[config.mk]
export PLATFORM = sky130hd
export DESIGN_NAME = cmd_decoder
export DESIGN_NICKNAME = d
export VERILOG_FILES = /design/src/rtl/cmd_decoder.sv
export SDC_FILE = /design/constraint.sdc
export NUM_CORES = 1
export LEC_CHECK = 0
export CORE_UTILIZATION = 41
export CTS_BUF_LIST = sky130_fd_sc_hd__clkbuf_4 sky130_fd_sc_hd__clkbuf_8
export DETAILED_ROUTE_END_ITERATION = 10
export GPL_TIMING_DRIVEN = 0
export MAX_ROUTING_LAYER = met4
export PLACE_DENSITY = 0.74
export SLEW_MARGIN = 20
export SYNTH_ARGS = -nofsm -noshare
export SYNTH_HDL_FRONTEND = slang
export SYNTH_SLANG_ARGS = --single-unit
[constraint.sdc]
create_clock -name iCLOCK -period 2.87 [get_ports iCLOCK]
set_input_delay 0.574 -clock iCLOCK [delete_from_list [all_inputs] [get_ports iCLOCK]]
set_output_delay 0.574 -clock iCLOCK [all_outputs]
set_load 0.005 [all_outputs]
[src/rtl/cmd_decoder.sv]
// Command decoder: turns received 8-byte frames into memory writes/reads and
// sends one response frame per accepted command back through the UART source.
module cmd_decoder #(
  parameter int TIMEOUT = 255
) (
  input  logic        iCLOCK,
  input  logic        iNRESET,
  input  logic        iDONE,
  input  logic [63:0] iFDATA,
  output logic        oMEM_WE,
  output logic        oMEM_RE,
  output logic [15:0] oMEM_ADDR,
  output logic [31:0] oMEM_WDATA,
  input  logic [31:0] iMEM_RDATA,
  input  logic        iMEM_VALID,
  output logic        oTX_START,
  output logic [63:0] oTX_DATA,
  input  logic        iTX_BUSY,
  output logic        oBUSY,
  output logic [7:0]  oDROPCNT,
  output logic [2:0]  oDBG_STATE
);

  localparam int CW = (TIMEOUT > 1) ? $clog2(TIMEOUT) : 1;

  typedef enum logic [2:0] {
    S_IDLE   = 3'd0,
    S_DECODE = 3'd1,
    S_MEMWR  = 3'd2,
    S_MEMRD  = 3'd3,
    S_RESP   = 3'd4,
    S_TXWAIT = 3'd5
  } state_t;

  state_t        state_q, state_d;
  logic [63:0]   frame_q, frame_d;
  logic [63:0]   resp_q, resp_d;
  logic [CW-1:0] tmo_q, tmo_d;
  logic          re_first_q, re_first_d;
  logic          seen_q, seen_d;
  logic [7:0]    drop_q, drop_d;

  logic          accept;
  logic          mem_we;
  logic          mem_re;
  logic          tx_start;
  logic [15:0]   f_op;
  logic [15:0]   f_addr;
  logic [31:0]   f_data;

  assign f_op   = frame_q[63:48];
  assign f_addr = frame_q[47:32];
  assign f_data = frame_q[31:0];

  always_comb begin
    state_d    = state_q;
    frame_d    = frame_q;
    resp_d     = resp_q;
    tmo_d      = tmo_q;
    re_first_d = 1'b0;
    seen_d     = seen_q;
    drop_d     = drop_q;
    accept     = 1'b0;
    mem_we     = 1'b0;
    mem_re     = 1'b0;
    tx_start   = 1'b0;

    case (state_q)
      S_IDLE: begin
        if (iDONE) accept = 1'b1;
      end
      S_DECODE: begin
        case (f_op)
          16'h0001: begin
            state_d = S_MEMWR;
            resp_d  = {f_op | 16'h8000, f_addr, f_data};
          end
          16'h0002: begin
            state_d    = S_MEMRD;
            re_first_d = 1'b1;
            tmo_d      = '0;
          end
          16'h0000: begin
            state_d = S_RESP;
            resp_d  = {f_op | 16'h8000, f_addr, f_data};
          end
          default: begin
            state_d = S_RESP;
            resp_d  = {16'hFFFF, f_addr, 32'h0};
          end
        endcase
      end
      S_MEMWR: begin
        mem_we  = 1'b1;
        state_d = S_RESP;
      end
      S_MEMRD: begin
        // First MEMRD cycle issues the strobe; valid is only sampled afterwards.
        if (re_first_q) begin
          mem_re = 1'b1;
        end else if (iMEM_VALID) begin
          resp_d  = {f_op | 16'h8000, f_addr, iMEM_RDATA};
          state_d = S_RESP;
        end else if (tmo_q == CW'(TIMEOUT - 1)) begin
          resp_d  = {16'hFFFE, f_addr, 32'h0};
          state_d = S_RESP;
        end else begin
          tmo_d = tmo_q + 1'b1;
        end
      end
      S_RESP: begin
        if (!iTX_BUSY) begin
          tx_start = 1'b1;
          seen_d   = 1'b0;
          state_d  = S_TXWAIT;
        end
      end
      S_TXWAIT: begin
        if (iTX_BUSY) begin
          seen_d = 1'b1;
        end else if (seen_q) begin
          state_d = S_IDLE;
          if (iDONE) accept = 1'b1;
        end
      end
      default: state_d = S_IDLE;
    endcase

    // A frame arriving on the TXWAIT->IDLE transition is taken, not dropped.
    if (accept) begin
      frame_d = iFDATA;
      state_d = S_DECODE;
    end else if (iDONE) begin
      drop_d = (drop_q == 8'hFF) ? drop_q : drop_q + 8'd1;
    end
  end

  always_ff @(posedge iCLOCK or negedge iNRESET) begin
    if (!iNRESET) begin
      state_q    <= S_IDLE;
      frame_q    <= '0;
      resp_q     <= '0;
      tmo_q      <= '0;
      re_first_q <= 1'b0;
      seen_q     <= 1'b0;
      drop_q     <= '0;
    end else begin
      state_q    <= state_d;
      frame_q    <= frame_d;
      resp_q     <= resp_d;
      tmo_q      <= tmo_d;
      re_first_q <= re_first_d;
      seen_q     <= seen_d;
      drop_q     <= drop_d;
    end
  end

  assign oMEM_WE    = mem_we;
  assign oMEM_RE    = mem_re;
  assign oMEM_ADDR  = f_addr;
  assign oMEM_WDATA = f_data;
  assign oTX_START  = tx_start;
  assign oTX_DATA   = resp_q;
  assign oBUSY      = (state_q != S_IDLE);
  assign oDROPCNT   = drop_q;
  assign oDBG_STATE = state_q;

endmodule

==> flow_metrics.env, run 1 <==
export IMPL_outcome="completed"
export IMPL_ys_ff_latch=149
export IMPL_setup_ws_ps=252
export IMPL_maxCapViolCount=0
export IMPL_seq_power_share_pct=36.4
export IMPL_p_switching_mw=2.72
export IMPL_ys_seq_area_share_pct=50.9
export IMPL_drt_wl_total_mm=18.5
export IMPL_clkPwrFrac_pct=20.1
export IMPL_ff2ff_setup_slack_ps=250
export IMPL_clk_latency_ps=450
export IMPL_arrival_ps=2960
export IMPL_final_setup_viol_count=0
export IMPL_start_util_pct=42.2
export IMPL_drv_slew=0
export IMPL_ios=228
export IMPL_fmax_ghz=0.382
export IMPL_cp_end_kind="register"
export IMPL_post_place_ws_ps=-34.9
export IMPL_rows=48
export IMPL_combPwrFrac_pct=43.5
export IMPL_hpwlAfterDp_mm=13.6
export IMPL_fin_nets=883
export IMPL_period_minus_slack_ps=2620
export IMPL_ys_types=52
export IMPL_ys_flop_type="dfrtp_1"
export IMPL_vias=5198
export IMPL_skew_ps=9.64
export IMPL_overflow=0
export IMPL_rsz0062_at_grt="false"
export IMPL_io_buffers=227
export IMPL_yosys_warnings=0
export IMPL_antenna_found_initial=0
export IMPL_r2r_start="oDBG_STATE[0]$_DFFE_PN0P_"
export IMPL_syn_nets=636
export IMPL_hold_path_class="input port to async pin"
export IMPL_antenna_cells=0
export IMPL_fp_dieH_um=136
export IMPL_fillCellCount=1374
export IMPL_dieArea_um2=18400
export IMPL_p_per_area_nw_per_um2=876
export IMPL_syn_inst=532
export IMPL_syn_to_final_growth_pct=41.4
export IMPL_gp_congestion=0.853
export IMPL_clock_root_buffer="clkbuf_8"
export IMPL_clk_pin_slew_ps=80
export IMPL_required_ps=3210
export IMPL_clock_sinks=149
export IMPL_core_um2=17400
export IMPL_die_w_um=136
export IMPL_finalCritPeriodShare_pct=91.2
export IMPL_synth_edf_count=0
export IMPL_drt_wirelength_per_cell_um=18.2
export IMPL_syn_mean_instance_area_um2=13.8
export IMPL_worst_pin_slew_ps=969
export IMPL_crit_path_start_kind="register"
export IMPL_htree_levels=4
export IMPL_cts_hold_buf=0
export IMPL_cp_max_fo=10
export IMPL_crit_type="register to register"
export IMPL_first_global_vias=5560
export IMPL_drtPass1Iterations=4
export IMPL_setup_tns_ps=0
export IMPL_grt_max_degree=79
export IMPL_grtUsageTotal_pct=21.1
export IMPL_cts_tree="done"
export IMPL_drt_initial_drc_count=199
export IMPL_cts_setup_buffers=0
export IMPL_synth_async_sr_flop_share_pct=100
export IMPL_relSlewSlack_pct=35.2
export IMPL_grt_pass1_wl_mm=28.9
export IMPL_vdd_drop_max_v=0.000491
export IMPL_drc_errors=0
export IMPL_clock_path_buffers=2
export IMPL_viasPerCell=5.12
export IMPL_leakage_nw=4.50
export IMPL_drive_gt1_share_pct=29.8
export IMPL_numCtsBuffers=17
export IMPL_ant_nets=0
export IMPL_startpoint="oDBG_STATE[0]$_DFFE_PN0P_"
export IMPL_cts_resized=0
export IMPL_p_int_mw=6.36
export IMPL_switching_share_pct=30.0
export IMPL_hold_violations=0
export IMPL_syn_cell_area_um2=7330
layout by cell type (no fill, tap or decap), types with 2 or more instances in the layout:
cell	count
clkdlybuf4s50_1	226
dfrtp_1	149
mux2_2	69
mux2_4	59
buf_4	48
a32o_1	33
clkbuf_8	20
clkbuf_1	18
a2bb2oi_1	15
nand2_1	11
buf_2	10
nor2_1	10
nand3_1	9
nand4_1	8
a21oi_1	7
buf_12	6
xnor2_1	6
inv_1	5
nand2b_1	5
and4_1	5
o21ai_0	4
o211ai_1	4
bufinv_16	4
and2_1	3
nor3_1	3
xor2_1	3
a31oi_1	3
and4b_1	3
nor2b_1	3
ha_1	3
inv_6	3
or3_1	2
nor4_2	2
and3_1	2
mux2i_1	2
a41oi_1	2
clkinv_2	2
clkinvlp_4	2
layout make-up:
class	count	area (µm²)	area share (%)
plain buffers	83	609	5.88
clock buffers	20	275	2.66
clock inverters	11	171	1.65
inverters	5	18.8	0.181
multi-input cells	295	2970	28.7
flip-flops and latches	149	3730	36.0
well taps	225	282	2.72
repair buffers	228	2300	22.2
registers in the layout (all words and copies together), names as in the netlist:
signal      count
frame_q        64
oDBG_STATE      3
oDROPCNT        8
oTX_DATA       64
re_first_q      1
seen_q          1
tmo_q           8
worst max-delay path, cell delays in order (launching register included):
cell,delay (ps)
dfrtp_1,430
and3b_1,190
clkbuf_1,180
nor2_1,770
clkbuf_1,520
a2bb2oi_1,130
mux2_4,290
routing by layer:
metal / GRT usage, % / share of wire [%] / vias to the layer above
met5: - / 0 / -
met4: 7.49 / 1.8 / 0
met3: 4.90 / 6.0 / 26
met2: 34.0 / 49 / 177
met1: 25.8 / 43 / 2573
li1: - / - / 2422
stage by stage:
stage,cell area [µm²],util [%],cells,total power [mW],hold slack (ps)
floorplan,7330,-,532,5.57,278
global placement,9880,56.9,984,7.17,454
detailed placement,9920,57.1,985,7.33,465
CTS,10400,59.7,1016,9.18,72.5
global route,10400,59.7,1016,9.57,98.3
finish,10400,59.7,1016,9.08,73.0
cell usage after synthesis, types with 4 or more instances:
cell type | count | share of area, %
a21oi_1 | 7 | 0.48
a2bb2oi_1 | 15 | 1.8
a32o_1 | 33 | 4.5
and4_1 | 5 | 0.60
buf_12 | 6 | 1.6
buf_2 | 10 | 0.68
buf_4 | 48 | 4.9
clkbuf_1 | 18 | 0.92
dfrtp_1 | 149 | 51
inv_1 | 5 | 0.26
mux2_2 | 69 | 11
mux2_4 | 59 | 12
nand2_1 | 11 | 0.56
nand2b_1 | 5 | 0.43
nand3_1 | 9 | 0.61
nand4_1 | 8 | 0.68
nor2_1 | 10 | 0.51
o211ai_1 | 4 | 0.41
o21ai_0 | 4 | 0.27
xnor2_1 | 6 | 0.72
final timing paths:
kind / end / cells after the start
setup / recovery: oTX_DATA[50]$_DFFE_PN0P_ / 6
hold / removal: oDROPCNT[7]$_DFFE_PN0P_ / 1
setup reg to reg: oTX_DATA[50]$_DFFE_PN0P_ / 6
hold reg to reg: oTX_DATA[63]$_DFFE_PN0P_ / 1
max in group asynchronous: oTX_DATA[35]$_DFFE_PN0P_ / 2
min in group iCLOCK: oTX_DATA[63]$_DFFE_PN0P_ / 1
kinds of logic after synthesis:
group | count (synthesis) | share of synthesized area [%]
XOR/XNOR | 9 | 1.08
flip-flops | 149 | 50.9
buffers and inverters | 88 | 8.57
multiplexers | 130 | 23.0
AO/OA/AOI/OAI | 76 | 9.17
AND/OR/NAND/NOR | 77 | 6.86
adder cells (fa/ha/maj) | 3 | 0.512
power by group through the flow:
| stage | Sequential, mW | Combinational, mW | Clock (mW) |
|---|---|---|---|
| global placement | 3.29 | 3.88 | 0 |
| finish | 3.30 | 3.95 | 1.83 |
| global route | 3.40 | 4.22 | 1.95 |
| floorplan | 3.21 | 2.36 | 0 |
| detailed placement | 3.35 | 3.98 | 0 |
| CTS | 3.31 | 4.00 | 1.87 |
(Power assumes the default switching activity.)
==> run 2, diff against run 1 <==
Settings changed: PLACE_DENSITY 0.74 to 0.69, SKIP_LAST_GASP set to 1.
==> run 2 against run 1 <==
- register-to-register slack barely moved
- die area did not move
- non-clock buffer count did not move
- critical endpoint unchanged
- global-route usage rose by 0.30 points
- combinational power barely moved
- wire length fell by 0.14%
- final cell count barely moved
- worst hold slack improved by 12 ps
- cell area barely moved
- core utilization rose by 0.050 points
- flip-flop and latch count did not move
==> flow_metrics.env, run 2 (synthesis results as in run 1) <==
export IMPL_io_buffers=227
export IMPL_vdd_drop_max_v=0.000432
export IMPL_p_switching_mw=2.73
export IMPL_crit_path_start_kind="register"
export IMPL_fmax_ghz=0.383
export IMPL_vias=5210
export IMPL_final_core_util_pct=59.8
export IMPL_placedCellCount=985
export IMPL_p_int_mw=6.37
export IMPL_first_global_vias=5509
export IMPL_required_ps=3200
export IMPL_layout_commonest_cell="clkdlybuf4s50_1"
export IMPL_finalCritPeriodShare_pct=91.0
export IMPL_grt_pass1_wl_mm=29.1
export IMPL_dieArea_um2=18400
export IMPL_crit_type="register to register"
export IMPL_antenna_found_initial=0
export IMPL_viasPerCell=5.12
export IMPL_clkPwrFrac_pct=20.3
export IMPL_clock_root_buffer="clkbuf_8"
export IMPL_switching_share_pct=30.0
export IMPL_rows=48
export IMPL_overflow=0
export IMPL_skew_ps=11.4
export IMPL_drt_initial_drc_count=161
export IMPL_die_w_um=136
export IMPL_syn_to_final_growth_pct=41.5
export IMPL_clock_sinks=149
export IMPL_r2r_start="oDBG_STATE[0]$_DFFE_PN0P_"
export IMPL_numCtsBuffers=17
export IMPL_core_um2=17400
export IMPL_clk_latency_ps=450
export IMPL_start_util_pct=42.2
export IMPL_grtUsageTotal_pct=21.4
export IMPL_relSlewSlack_pct=34.5
export IMPL_htree_levels=4
export IMPL_rr_worst_depth=6
export IMPL_hold_violations=0
export IMPL_clk_pin_slew_ps=80
export IMPL_drt_wirelength_per_cell_um=18.2
export IMPL_drt_wl_total_mm=18.5
export IMPL_drive_gt1_share_pct=29.9
export IMPL_clock_path_buffers=2
export IMPL_p_per_area_nw_per_um2=877
export IMPL_rsz0062_at_grt="false"
export IMPL_arrival_ps=2940
export IMPL_fin_cells=1017
export IMPL_ant_nets=0
export IMPL_outcome="completed"
export IMPL_cp_end_kind="register"
export IMPL_period_minus_slack_ps=2610
export IMPL_final_setup_viol_count=0
export IMPL_ios=228
export IMPL_fillCellCount=1390
export IMPL_placed_cell_area_um2=9920
export IMPL_seq_power_share_pct=36.3
export IMPL_drc_errors=0
export IMPL_maxCapViolCount=0
export IMPL_leakage_nw=4.50
export IMPL_grt_max_degree=84
export IMPL_fin_area_um2=10400
export IMPL_cp_max_fo=10
export IMPL_combPwrFrac_pct=43.5
export IMPL_cts_resized=0
export IMPL_antenna_cells=0
export IMPL_ff2ff_setup_slack_ps=260
export IMPL_rr_endpoint="oTX_DATA[50]$_DFFE_PN0P_"
export IMPL_worst_pin_slew_ps=979
export IMPL_final_cell_mix="clkdlybuf4s50_1, dfrtp_1, mux2_2"
export IMPL_cts_hold_buf=0
export IMPL_hold_path_class="input port to async pin"
export IMPL_hpwlAfterDp_mm=13.4
export IMPL_cts_setup_buffers=0
export IMPL_fin_nets=883
export IMPL_cts_tree="done"
export IMPL_gp_congestion=0.782
export IMPL_drv_slew=0
export IMPL_fp_dieH_um=136
export IMPL_drtPass1Iterations=4
run 2: changes by cell type in the layout (fill, tap and decap cells not counted), sizes merged:
| cell | before | now |
|---|---|---|
| clkinv | 2 | 5 |
| inv | 8 | 6 |
| clkbuf | 38 | 39 |
| clkinvlp | 2 | 1 |
run 2: cell type report:
| class | instances | area (µm²) | area share [%] |
|---|---|---|---|
| clock inverters | 11 | 173 | 1.66 |
| repair buffers | 228 | 2300 | 22.2 |
| plain buffers | 83 | 609 | 5.87 |
| inverters | 5 | 18.8 | 0.181 |
| multi-input cells | 295 | 2970 | 28.7 |
| flip-flops and latches | 149 | 3730 | 35.9 |
| clock buffers | 21 | 283 | 2.73 |
| well taps | 225 | 282 | 2.71 |
run 2: worst max-delay path by stage:
stage | start | end | slack (ps) | cells past startpoint
finish | oDBG_STATE[0]$_DFFE_PN0P_ | oTX_DATA[50]$_DFFE_PN0P_ | 260 | 6
global route | oDBG_STATE[0]$_DFFE_PN0P_ | oTX_DATA[50]$_DFFE_PN0P_ | 110 | 6
CTS | oDBG_STATE[0]$_DFFE_PN0P_ | oTX_DATA[50]$_DFFE_PN0P_ | 200 | 6
detailed placement | iTX_BUSY | frame_q[12]$_DFFE_PN0P_ | 7 | 5
global placement | iNRESET | frame_q[13]$_DFFE_PN0P_ | -4710 | 1
floorplan | tmo_q[0]$_DFFE_PN0P_ | oTX_DATA[0]$_DFFE_PN0P_ | 720 | 7
run 2: routing by layer:
layer | global-route usage (%) | wire, µm
met5 | - | 0
met4 | 7.68 | 323
met3 | 5.05 | 1080
met2 | 35.0 | 9180
met1 | 25.7 | 7880
run 2: worst max-delay path, stage by stage (launching register included):
cell	delay, ps
dfrtp_1	430
and3b_1	180
clkbuf_1	160
nor2_1	770
clkbuf_1	540
a2bb2oi_1	130
mux2_4	290
run 2: power groups by stage:
stage,Clock [mW],Sequential (mW),Combinational [mW]
after floorplan,0,3.21,2.36
after global placement,0,3.29,3.90
after detailed placement,0,3.34,3.99
after CTS,1.89,3.30,4.00
after global routing,1.99,3.39,4.24
final,1.84,3.30,3.96
run 2: per-stage QoR:
| stage | power (mW) | hold slack (ps) | worst slack (ps) | TNS [ps] |
|---|---|---|---|---|
| CTS | 9.19 | 109 | 201 | 0 |
| global route | 9.62 | 116 | 113 | 0 |
| finish | 9.10 | 85.0 | 259 | 0 |
| global placement | 7.18 | 455 | -4710 | -700250 |
| floorplan | 5.57 | 278 | 717 | 0 |
| detailed placement | 7.33 | 468 | 6.62 | 0 |
==> run 3, diff against run 2 <==
Settings changed: CORE_ASPECT_RATIO set to 0.75, HOLD_SLACK_MARGIN set to 0.05.
==> run 3 against run 2 <==
- global-route usage increased by 0.69 points
- sequential share of layout area increased by 0.21 points
- wire length increased by 2.7%
- combinational power about the same
- critical path depth unchanged
- via count increased by 0.60%
- setup slack improved by 17 ps
- first-iteration DRC count increased by 42%
- cell area decreased by 0.58%
- count of clock-buffer cells in the layout increased by 2
- non-clock buffer count unchanged
- largest power group unchanged
==> flow_metrics.env, run 3 (synthesis results as in run 1) <==
export IMPL_maxCapViolCount=0
export IMPL_top_layer_used="met4"
export IMPL_required_ps=3190
export IMPL_fp_dieH_um=118
export IMPL_vdd_drop_max_v=0.000525
export IMPL_skew_ps=15.4
export IMPL_final_setup_viol_count=0
export IMPL_ios=228
export IMPL_die_w_um=156
export IMPL_drt_wl_total_mm=19.0
export IMPL_rsz0062_at_grt="false"
export IMPL_clock_path_buffers=2
export IMPL_fmax_ghz=0.385
export IMPL_outcome="completed"
export IMPL_htree_levels=4
export IMPL_crit_type="register to register"
export IMPL_drc_errors=0
export IMPL_core_um2=17100
export IMPL_wl_met2_mm=8.61
export IMPL_worst_pin_slew_ps=935
export IMPL_grtUsageTotal_pct=22.1
export IMPL_crit_path_start_kind="register"
export IMPL_grt_max_degree=88
export IMPL_final_cell_mix="clkdlybuf4s50_1, dfrtp_1, mux2_2"
export IMPL_ant_nets=0
export IMPL_io_buffers=227
export IMPL_cp_max_fo=10
export IMPL_power_mw=8.88
export IMPL_drtPass1Iterations=4
export IMPL_arrival_ps=2910
export IMPL_dieArea_um2=18400
export IMPL_period_minus_slack_ps=2590
export IMPL_finalCritPeriodShare_pct=90.4
export IMPL_cts_setup_buffers=0
export IMPL_critical_path_max_stage_delay_ps=730
export IMPL_p_per_area_nw_per_um2=861
export IMPL_clock_sinks=149
export IMPL_relSlewSlack_pct=37.5
export IMPL_start_util_pct=42.8
export IMPL_hpwlAfterDp_mm=13.9
export IMPL_cpMaxStageDelayCell="nor2_1"
export IMPL_hold_path_class="input port to async pin"
export IMPL_worstPathCellList="and3b_1 -> clkbuf_1 -> nor2_1 -> clkbuf_1 -> a2bb2oi_1 -> mux2_4"
export IMPL_first_global_vias=5464
export IMPL_overflow=0
export IMPL_gp_congestion=0.807
export IMPL_cts_hold_buf=0
export IMPL_leakage_nw=4.46
export IMPL_antenna_cells=0
export IMPL_clock_root_buffer="clkbuf_8"
export IMPL_drt_wirelength_per_cell_um=18.5
export IMPL_cp_end_kind="register"
export IMPL_path_common_cell="clkbuf_1"
export IMPL_fin_nets=883
export IMPL_rr_worst_depth=6
export IMPL_setup_ws_ps=276
export IMPL_cts_tree="done"
export IMPL_grt_pass1_wl_mm=30.0
export IMPL_cts_resized=0
export IMPL_layout_commonest_cell="clkdlybuf4s50_1"
export IMPL_rows=41
export IMPL_numCtsBuffers=17
export IMPL_hold_violations=0
export IMPL_post_place_ws_ps=-9.29
export IMPL_viasPerCell=5.11
export IMPL_drt_initial_drc_count=229
export IMPL_syn_to_final_growth_pct=40.7
export IMPL_drv_slew=0
export IMPL_clk_pin_slew_ps=90
export IMPL_clk_latency_ps=440
export IMPL_setup_tns_ps=0
export IMPL_vias=5241
export IMPL_fin_area_um2=10300
export IMPL_drive_gt1_share_pct=29.7
export IMPL_hold_ws_ps=58.7
export IMPL_wl_met1_mm=8.70
export IMPL_antenna_found_initial=0
export IMPL_wl_met3_mm=1.31
export IMPL_placed_cell_area_um2=9930
[run 3: changes by cell type in the layout (fill, tap and decap cells not counted), sizes merged]
cell,delta
clkbuf,+2
clkinv,-3
bufinv,-3
clkinvlp,+2
[run 3: layout make-up]
class	count	area, µm²
Buffer	83	609
Clock buffer	23	310
Clock inverter	7	71.3
Fill cell	1397	6820
Inverter	5	18.8
Multi-Input combinational cell	295	2970
Sequential cell	149	3730
Tap cell	236	295
Timing Repair Buffer	228	2300
[run 3: path summary, 6_finish.rpt]
check | startpoint | end | slack, ps
worst max-delay path | oDBG_STATE[0]$_DFFE_PN0P_ | oTX_DATA[52]$_DFFE_PN0P_ | 280
worst min-delay path | iNRESET | frame_q[38]$_DFFE_PN0P_ | 60
worst max register to register | oDBG_STATE[0]$_DFFE_PN0P_ | oTX_DATA[52]$_DFFE_PN0P_ | 280
worst min register to register | oTX_DATA[63]$_DFFE_PN0P_ | oTX_DATA[63]$_DFFE_PN0P_ | 470
max in group asynchronous | iNRESET | frame_q[10]$_DFFE_PN0P_ | 2010
min in group iCLOCK | oTX_DATA[63]$_DFFE_PN0P_ | oTX_DATA[63]$_DFFE_PN0P_ | 470
[run 3: critical path: cells and delay by family, from the launching register on]
family          cells  cell delay, ps
simple gates        2             910
buf+inv             2             700
flops               1             440
mux                 1             290
compound gates      1             130
[run 3: per-layer routing]
metal  up-vias  global-route usage [%]
met5         -                       -
met4         0                    6.19
met3        26                    6.74
met2       168                    32.9
met1      2638                    29.0
li1       2409                       -
[run 3: metrics by stage]
stage,util (%),instances
2_1_floorplan,-,532
3_3_place_gp,57.8,995
3_5_place_dp,58.0,996
4_1_cts,60.2,1026
5_1_grt,60.2,1026
6_report,60.2,1026
[run 3: power breakdown]
part,switching [mW],internal [mW],leakage (nW),total (mW)
sequential,0.548,2.76,1.81,3.31
clock,0.789,0.802,0.190,1.59
combinational,1.40,2.58,2.47,3.98
total,2.74,6.14,4.46,8.88
